## src/rtl/param_reg.sv

```systemverilog
// -----------------------------------------------------------------------------
// param_reg
//
// Parameterised-width D register used as a pipeline / retiming element in the
// datapath. DEPTH back-to-back W-bit register stages sit between d_in and
// d_out, so d_out lags d_in by exactly DEPTH rising edges. With the default
// parameters this is a single 8-bit flop bank.
//
// Parameters:
//   W       data width in bits (1..1024)
//   RST_VAL value loaded into every stage on reset; truncated or zero-extended
//           to W bits
//   DEPTH   number of register stages, equal to the latency in cycles (1..16)
//
// Ports:
//   clk     input   1   clock; all state updates on the rising edge
//   resetn  input   1   synchronous clear, ACTIVE-HIGH despite the name (the
//                       name is kept for consistency with the codebase)
//   d_in    input   W   data input
//   d_out   output  W   data output, driven straight from the last stage flop
//
// There is no enable and no handshake: every stage loads on every edge. Bits
// are passed through untouched (no arithmetic, no sign handling).
// -----------------------------------------------------------------------------
module param_reg #(
   parameter int              W       = 8,
   parameter logic [1023:0]   RST_VAL = 1024'd0,
   parameter int              DEPTH   = 1
) (
   input  logic         clk,
   input  logic         resetn,
   input  logic [W-1:0] d_in,
   output logic [W-1:0] d_out
);

   // Out-of-range geometry is rejected while elaborating, never at run time.
   if ((W < 1) || (DEPTH < 1) || (DEPTH > 16)) begin : g_bad_param
      $error("param_reg: illegal parameters W=%0d DEPTH=%0d", W, DEPTH);
   end

   // RST_VAL is carried as a wide vector so that narrower literals are
   // zero-extended and wider ones are truncated to the bus width here.
   localparam logic [W-1:0] RST_VAL_W = RST_VAL[W-1:0];

   // stage_r[0] is nearest d_in, stage_r[DEPTH-1] drives d_out.
   logic [W-1:0] stage_r [DEPTH];

   // Stage shift register: one-edge flush of every stage on reset, otherwise
   // shift d_in in at stage 0 and move each stage one step toward d_out.
   always_ff @(posedge clk) begin
      if (resetn) begin
         for (int i = 0; i < DEPTH; i++) begin
            stage_r[i] <= RST_VAL_W;
         end
      end else begin
         stage_r[0] <= d_in;
         for (int i = 1; i < DEPTH; i++) begin
            stage_r[i] <= stage_r[i-1];
         end
      end
   end

   // Output comes straight from a flop, so it cannot glitch with d_in.
   assign d_out = stage_r[DEPTH-1];

endmodule

```

## config.mk

```make
export PLATFORM = sky130hd
export DESIGN_NAME = param_reg
export DESIGN_NICKNAME = d
export VERILOG_FILES = /design/src/rtl/param_reg.sv
export SDC_FILE = /design/constraint.sdc
export NUM_CORES = 1
export LEC_CHECK = 0
export ABC_AREA = 1
export ABC_CLOCK_PERIOD_IN_PS = 800
export CAP_MARGIN = 20
export CORE_AREA = 2 2 39 41
export CTS_CLUSTER_DIAMETER = 60
export DETAILED_ROUTE_END_ITERATION = 7
export DIE_AREA = 0 0 41 43
export PLACE_DENSITY = 0.56
export RECOVER_POWER = 25
export SLEW_MARGIN = 10
export SYNTH_ARGS = -nofsm -noshare
export SYNTH_HDL_FRONTEND = slang
export SYNTH_SLANG_ARGS = --single-unit
export TNS_END_PERCENT = 50
```

## constraint.sdc

```tcl
create_clock -name clk -period 0.8 [get_ports clk]
set_input_delay 0.16 -clock clk [delete_from_list [all_inputs] [get_ports clk]]
set_output_delay 0.16 -clock clk [all_outputs]
set_load 0.005 [all_outputs]
```

# [After elaboration in Yosys (flattened, before gate mapping)]
# Memory sizes are Yosys's and may differ from the RTL's.
# Index checks and enable logic that the tools add are counted.
# W data, S select, Z words.
[classes] n_reduce_logical=1 muxes=5
[op_table] op="$mux W8" count=1
[op_table] op="$reduce_or A8 Y1" count=1
[op_table] op="$mux W1" count=4
[word_totals] reg_bits=0 n_memories=1 ramBits=8 in_bits=10 elab_cells=7
[mem_list] memory="stage_r" words=1 word_bits=8 read_ports=1 rd_ports_with_merged_regs=0 wr=1 line_no="46" rtl="logic [W-1:0] stage_r [DEPTH];"

# [Longest topological paths before layout]
# Gate-level depths: netlist of the first run.
[depth] ltp_word=3 depth_mapped=2

# [Worst setup path before layout of the first run]
# Ideal clock, no wire load.
[synth_timing] kind="register to output" start="memory stage_r[0][0]" end="output d_out[0]" arrival_time_ns=0.298 slack_ns=0.342 path_stages_with_launch=1 n_path_buf=0 cell_sequence="dfxtp_1"
[synth_via] elab_chain_len=1
[synth_rtl] element="start: declaration" line_no="46"
[synth_rtl] element="$mem_v2 Z1 W8"
[synth_rtl] element="end: declaration" line_no="33" rtl="output logic [W-1:0] d_out"
# Every way passes these cells.

# [Worst setup path after layout of the first run]
[layout_timing] start="memory stage_r[0][1]" end="output d_out[1]"
# Same word-level chain as after synthesis.

==> metrics, run 1 <==
leakage=0.218 nW; first-pass GRT wire length=531 um; cts bufs inserted=3; synth cell count leaders=dfxtp_1, inv_1, nor2_1, buf_6; H-Tree Depth=1; CP Capture Type=primary output; Die ar.=1760 um2; Max-cap violations=0; post-synthesis async set-or-reset flop share=0; routing usage on met3=0.0314; hold_ws=around 420 ps; crit-path leading delay family=flip-flops; Root Driver=clkbuf_4; slack of the critical path=-16.1 ps; Synth Register Bits=8; Synth Area per Inst=9.26 um2; critical path launch point type=register; DRT antenna net count=0; syn nets=35; chip height=43 um; CP Class=register to primary output; GRT met1 Usage=0.0422; Cells after DPL=59; die width=41 um; Max VDD drop=0.657 mV; vias in the first global route=between 150 and 200; met2 usage=0.0719; # diodes=0; drt via density=3.18; Post-synth EDFFs=0; Slew HR=0.886; initial drt markers=0; synth unique cells=4; Biggest register=stage_r; clock transition at the registers of the reported paths=60 ps; slew at the pin closest to its max-slew limit=170 ps; Primary FF master, synth=dfxtp_1; post-synthesis cell type with the largest combined area=dfxtp_1; busiest metal layer after global routing=met2; max FFs per register=8; initial antenna violation count=0; crit-path cells=buf_2; Max stage delay on crit path=290 ps; slowest library cell on the worst path=dfxtp_1; Final setup viols=8; sequential element share of the synthesized area=0.692; most area-consuming cells after synthesis=dfxtp_1, inv_1, nor2_1; Core ar.=1380 um2; Hold WC Path Type=primary input to register; Rows=14; CTS Buffer Depth=2; # clock sinks=8; Total Wirelength=approximately 380 um; All-Layer GR Usage=0.0514; Yosys top cell area share=0.692; CP required=between 600 and 700 ps; biggest regs=stage_r (8); Critical Path AT=660 ps; final non-filler cell total=62; post-synthesis cell count=25; Layout area overhead=74.6%; Worst Path Max Fanout=1; failing checks=negative setup slack; wire per inst=~6.1 um; Buf/Inv on CP=1; total vias in the final route=197; Boundary Pins=18; Fmax achieved=1.23 GHz; Fin. Hold Viols=0; Pre-Repair DR Iteration Count=1; yosys warns=0; unrepaired setup endpoints after global routing=true; post-route DRC violation count=0; IO buf count=17; Fill cells=173; share of post-route cells with drive strength above 1=0.261; Tcrit/Tclk final=1.02; Synth Cell Area=231 um2; status=complete, but fails checks; Final GP Congestion=0.508; crit path time final=816 ps; Max Slew Vio Count=0; CTS tree=yes; Power Dens Cells=2030 nW/um2; GRT overflow=0; Final nets=58; Starting Density=0.167; Power Total=0.820 mW; placed wire-length estimate=316 um; largest net degree at the start of global routing=5
-- kinds of logic (layout without fill, tap and decap cells) --
| family | count (synthesis) | count (layout) | share of synthesized area |
|---|---|---|---|
| DFF | 8 | 8 | 0.692 |
| buffers and inverters | 9 | 30 | 0.178 |
| and+or+nand+nor | 8 | 8 | 0.130 |
-- where the power goes --
part	leakage [nW]	switching [mW]	internal, mW
Combinational	0.138	0.0291	0.0626
Sequential	0.0667	0.00352	0.420
Clock	0.0138	0.133	0.171
Total	0.218	0.166	0.654
-- per-layer routing --
layer,vias to the layer above,routed length [um]
met5,-,0
met2,10,178
met3,0,42
li1,109,-
met1,78,155
met4,0,0
-- through the flow --
step	util	setup TNS [ps]	setup slack [ps]	area, um2
after detailed placement	0.307	-2080	-142	425
after CTS	0.295	-129	-20.4	408
final	0.292	-77.0	-16.1	404
after global routing	0.292	-239	-36.1	404
after global placement	0.307	-2060	-134	425
after floorplan	-	0	342	231
-- placed cells by master (no fill, tap or decap) --
cell and count:
buf_2 8, buf_4 1, clkbuf_1 1, clkbuf_4 3, clkdlybuf4s50_1 9, dfxtp_1 8
inv_1 8, nor2_1 8
-- timing repair --
item,in CTS,in global routing
buffers inserted,0,0
endpoints found under the setup margin,8,8
hold buffers,0,0
resized for setup,32,0
-- worst paths after layout --
| check | to | cells past startpoint | startpoint |
|---|---|---|---|
| min | stage_r[0][0] | 3 | d_in[0] |
| max | d_out[1] | 1 | stage_r[0][1] |
-- area by class of cell --
cell class	count	area (um2)	area share
flip-flops and latches	8	160	0.396
repair buffers	19	141	0.350
multi-input cells	8	30.0	0.0743
inverters	8	30.0	0.0743
clock buffers	3	22.5	0.0557
well taps	16	20.0	0.0495
(Power assumes the default switching activity.)
==> inputs of run 2 (changes only) <==
--- a/config.mk
+++ b/config.mk
@@ -8,3 +8,3 @@
 export ABC_AREA = 1
-export ABC_CLOCK_PERIOD_IN_PS = 800
+export ABC_CLOCK_PERIOD_IN_PS = 1000
 export CAP_MARGIN = 20
==> constraint.sdc (replaced) <==
create_clock -name clk -period 1 [get_ports clk]
set_input_delay 0.2 -clock clk [delete_from_list [all_inputs] [get_ports clk]]
set_output_delay 0.2 -clock clk [all_outputs]
set_load 0.05 [all_outputs]
==> run 2 against run 1 <==
  * The flow now finishes without violations
  * Worst hold slack better by 45 ps
  * Clock power down 23%
  * Critical path depth unchanged
  * Flip-flop and latch count unchanged
==> metrics, run 2 (synthesis gave the netlist of run 1 again) <==
Final setup viols=0 (-8); Die ar.=1760 um2 (unchanged); status=finished clean; # diodes=0 (unchanged); Final GP Congestion=0.506 (-0.37%); Boundary Pins=18 (unchanged); Starting Density=0.167 (unchanged); commonest cells after routing, fill and taps aside=inv_1, nor2_1, clkdlybuf4s50_1, buf_12, dfxtp_1; met2 usage=0.0688 (-0.00312); Max stage delay on crit path=350 ps (+60 ps); routing usage on met3=0.0471 (+0.0157); DRT antenna net count=0 (unchanged); crit path time final=about 940 ps; total vias in the final route=206 (+4.6%); Critical Path AT=740 ps (+80 ps); Power Dens Cells=1470 nW/um2 (-28%); Final nets=58 (unchanged); CP Class=register to primary output; Worst Path Max Fanout=1 (unchanged); Max VDD drop=0.572 mV (-13%); share of post-route cells with drive strength above 1=0.239 (-0.0217); busiest metal layer after global routing=met2; footprint of the multi-input gates=30.0 um2 (unchanged); Layout area overhead=125%; Core ar.=1380 um2 (unchanged); drt via density=3.32 (+4.6%); Max Slew Vio Count=0 (unchanged); Hold WC Path Type=primary input to register; Max-cap violations=0 (unchanged); max FFs per register=8 (unchanged); slew at the pin closest to its max-slew limit=166 ps (-4.45 ps); die width=41 um (unchanged); CTS Buffer Depth=2 (unchanged); post-route design area=520 um2 (+29%); Rows=14 (unchanged); chip height=43 um (unchanged); hold_buf cts=0 (unchanged); crit-path cells=buf_12; cts bufs inserted=3 (unchanged); biggest regs=stage_r (8); CP Capture Type=primary output; Pre-Repair DR Iteration Count=1 (unchanged); initial antenna violation count=0 (unchanged); Fin. Hold Viols=0 (unchanged); Fmax achieved=1.06 GHz; Biggest register=stage_r; Root Driver=clkbuf_4; vias in the first global route=170 (+6.3%); clock transition at the registers of the reported paths=50 ps (about the same); Slew HR=0.889 (+0.00297); initial drt markers=0 (unchanged); IO buf count=17 (unchanged); H-Tree Depth=1 (unchanged); largest net degree at the start of global routing=5 (unchanged); # clock sinks=8 (unchanged); Buf/Inv on CP=1 (unchanged); critical path launch point type=register; CP required=800 ps (+160 ps); postcts setup bufs=0 (unchanged); CTS tree=yes; crit-path leading delay family=flip-flops; post-route DRC violation count=0 (unchanged); unrepaired setup endpoints after global routing=false; GRT overflow=0 (unchanged); Total Wirelength=381 um (+1.3%); wire per inst=6.15 um (+1.3%); placed cell area=505 um2 (+19%); sequential cell area=160 um2 (unchanged); slowest library cell on the worst path=dfxtp_1; PostCTS Resize Cnt=0 (-100%); Tcrit/Tclk final=0.942; leakage=0.247 nW (+13%); first-pass GRT wire length=634 um (+19%); GRT met1 Usage=0.0647 (+0.0225); All-Layer GR Usage=0.0604 (+0.00900); Fill cells=145 (-16%); final setup TNS=0 ps (+77.0 ps)
-- run 2: cell count changes in the layout (fill, tap and decap cells not counted), sizes merged --
cell,change
buf,-1
clkbuf,+1
clkdlybuf4s50,-1
dlygate4sd3,+1
-- run 2: per-stage QoR --
step | instances | power, mW | utilization | hold WS, ps | setup slack [ps]
finish | 62 | 0.765 | 0.376 | 465 | 57.9
global route | 62 | 0.804 | 0.376 | 481 | 19.5
CTS | 62 | 0.788 | 0.382 | 455 | 38.8
detailed placement | 59 | 0.544 | 0.365 | 648 | 43.6
global placement | 59 | 0.544 | 0.365 | 649 | 45.9
floorplan | 25 | 0.427 | - | 307 | 213
-- run 2: where the power goes --
part | internal, mW | switching (mW) | leakage (nW)
logic | 0.0996 | 0.0817 | 0.166
registers | 0.337 | 0.0130 | 0.0667
clock network | 0.136 | 0.0972 | 0.0138
total | 0.573 | 0.192 | 0.247
-- run 2: final cells by class --
| cell class | instances | share of cell area |
|---|---|---|
| inverter | 8 | 0.0577 |
| timing repair buffer | 19 | 0.495 |
| multi-input combinational | 8 | 0.0577 |
| clock buffer | 3 | 0.0433 |
| tap | 16 | 0.0385 |
| sequential | 8 | 0.308 |
-- run 2: worst paths after layout --
check                    startpoint       endpoint  cells after the start
worst min-delay path        d_in[5]  stage_r[0][5]                      3
worst max-delay path  stage_r[0][2]       d_out[2]                      1
-- run 2: metal layers --
| layer | vias to the layer above | wire length (um) |
|---|---|---|
| li1 | 110 | - |
| met1 | 86 | 143 |
| met2 | 10 | 194 |
| met3 | 0 | 43 |
| met4 | 0 | 0 |
| met5 | - | 0 |
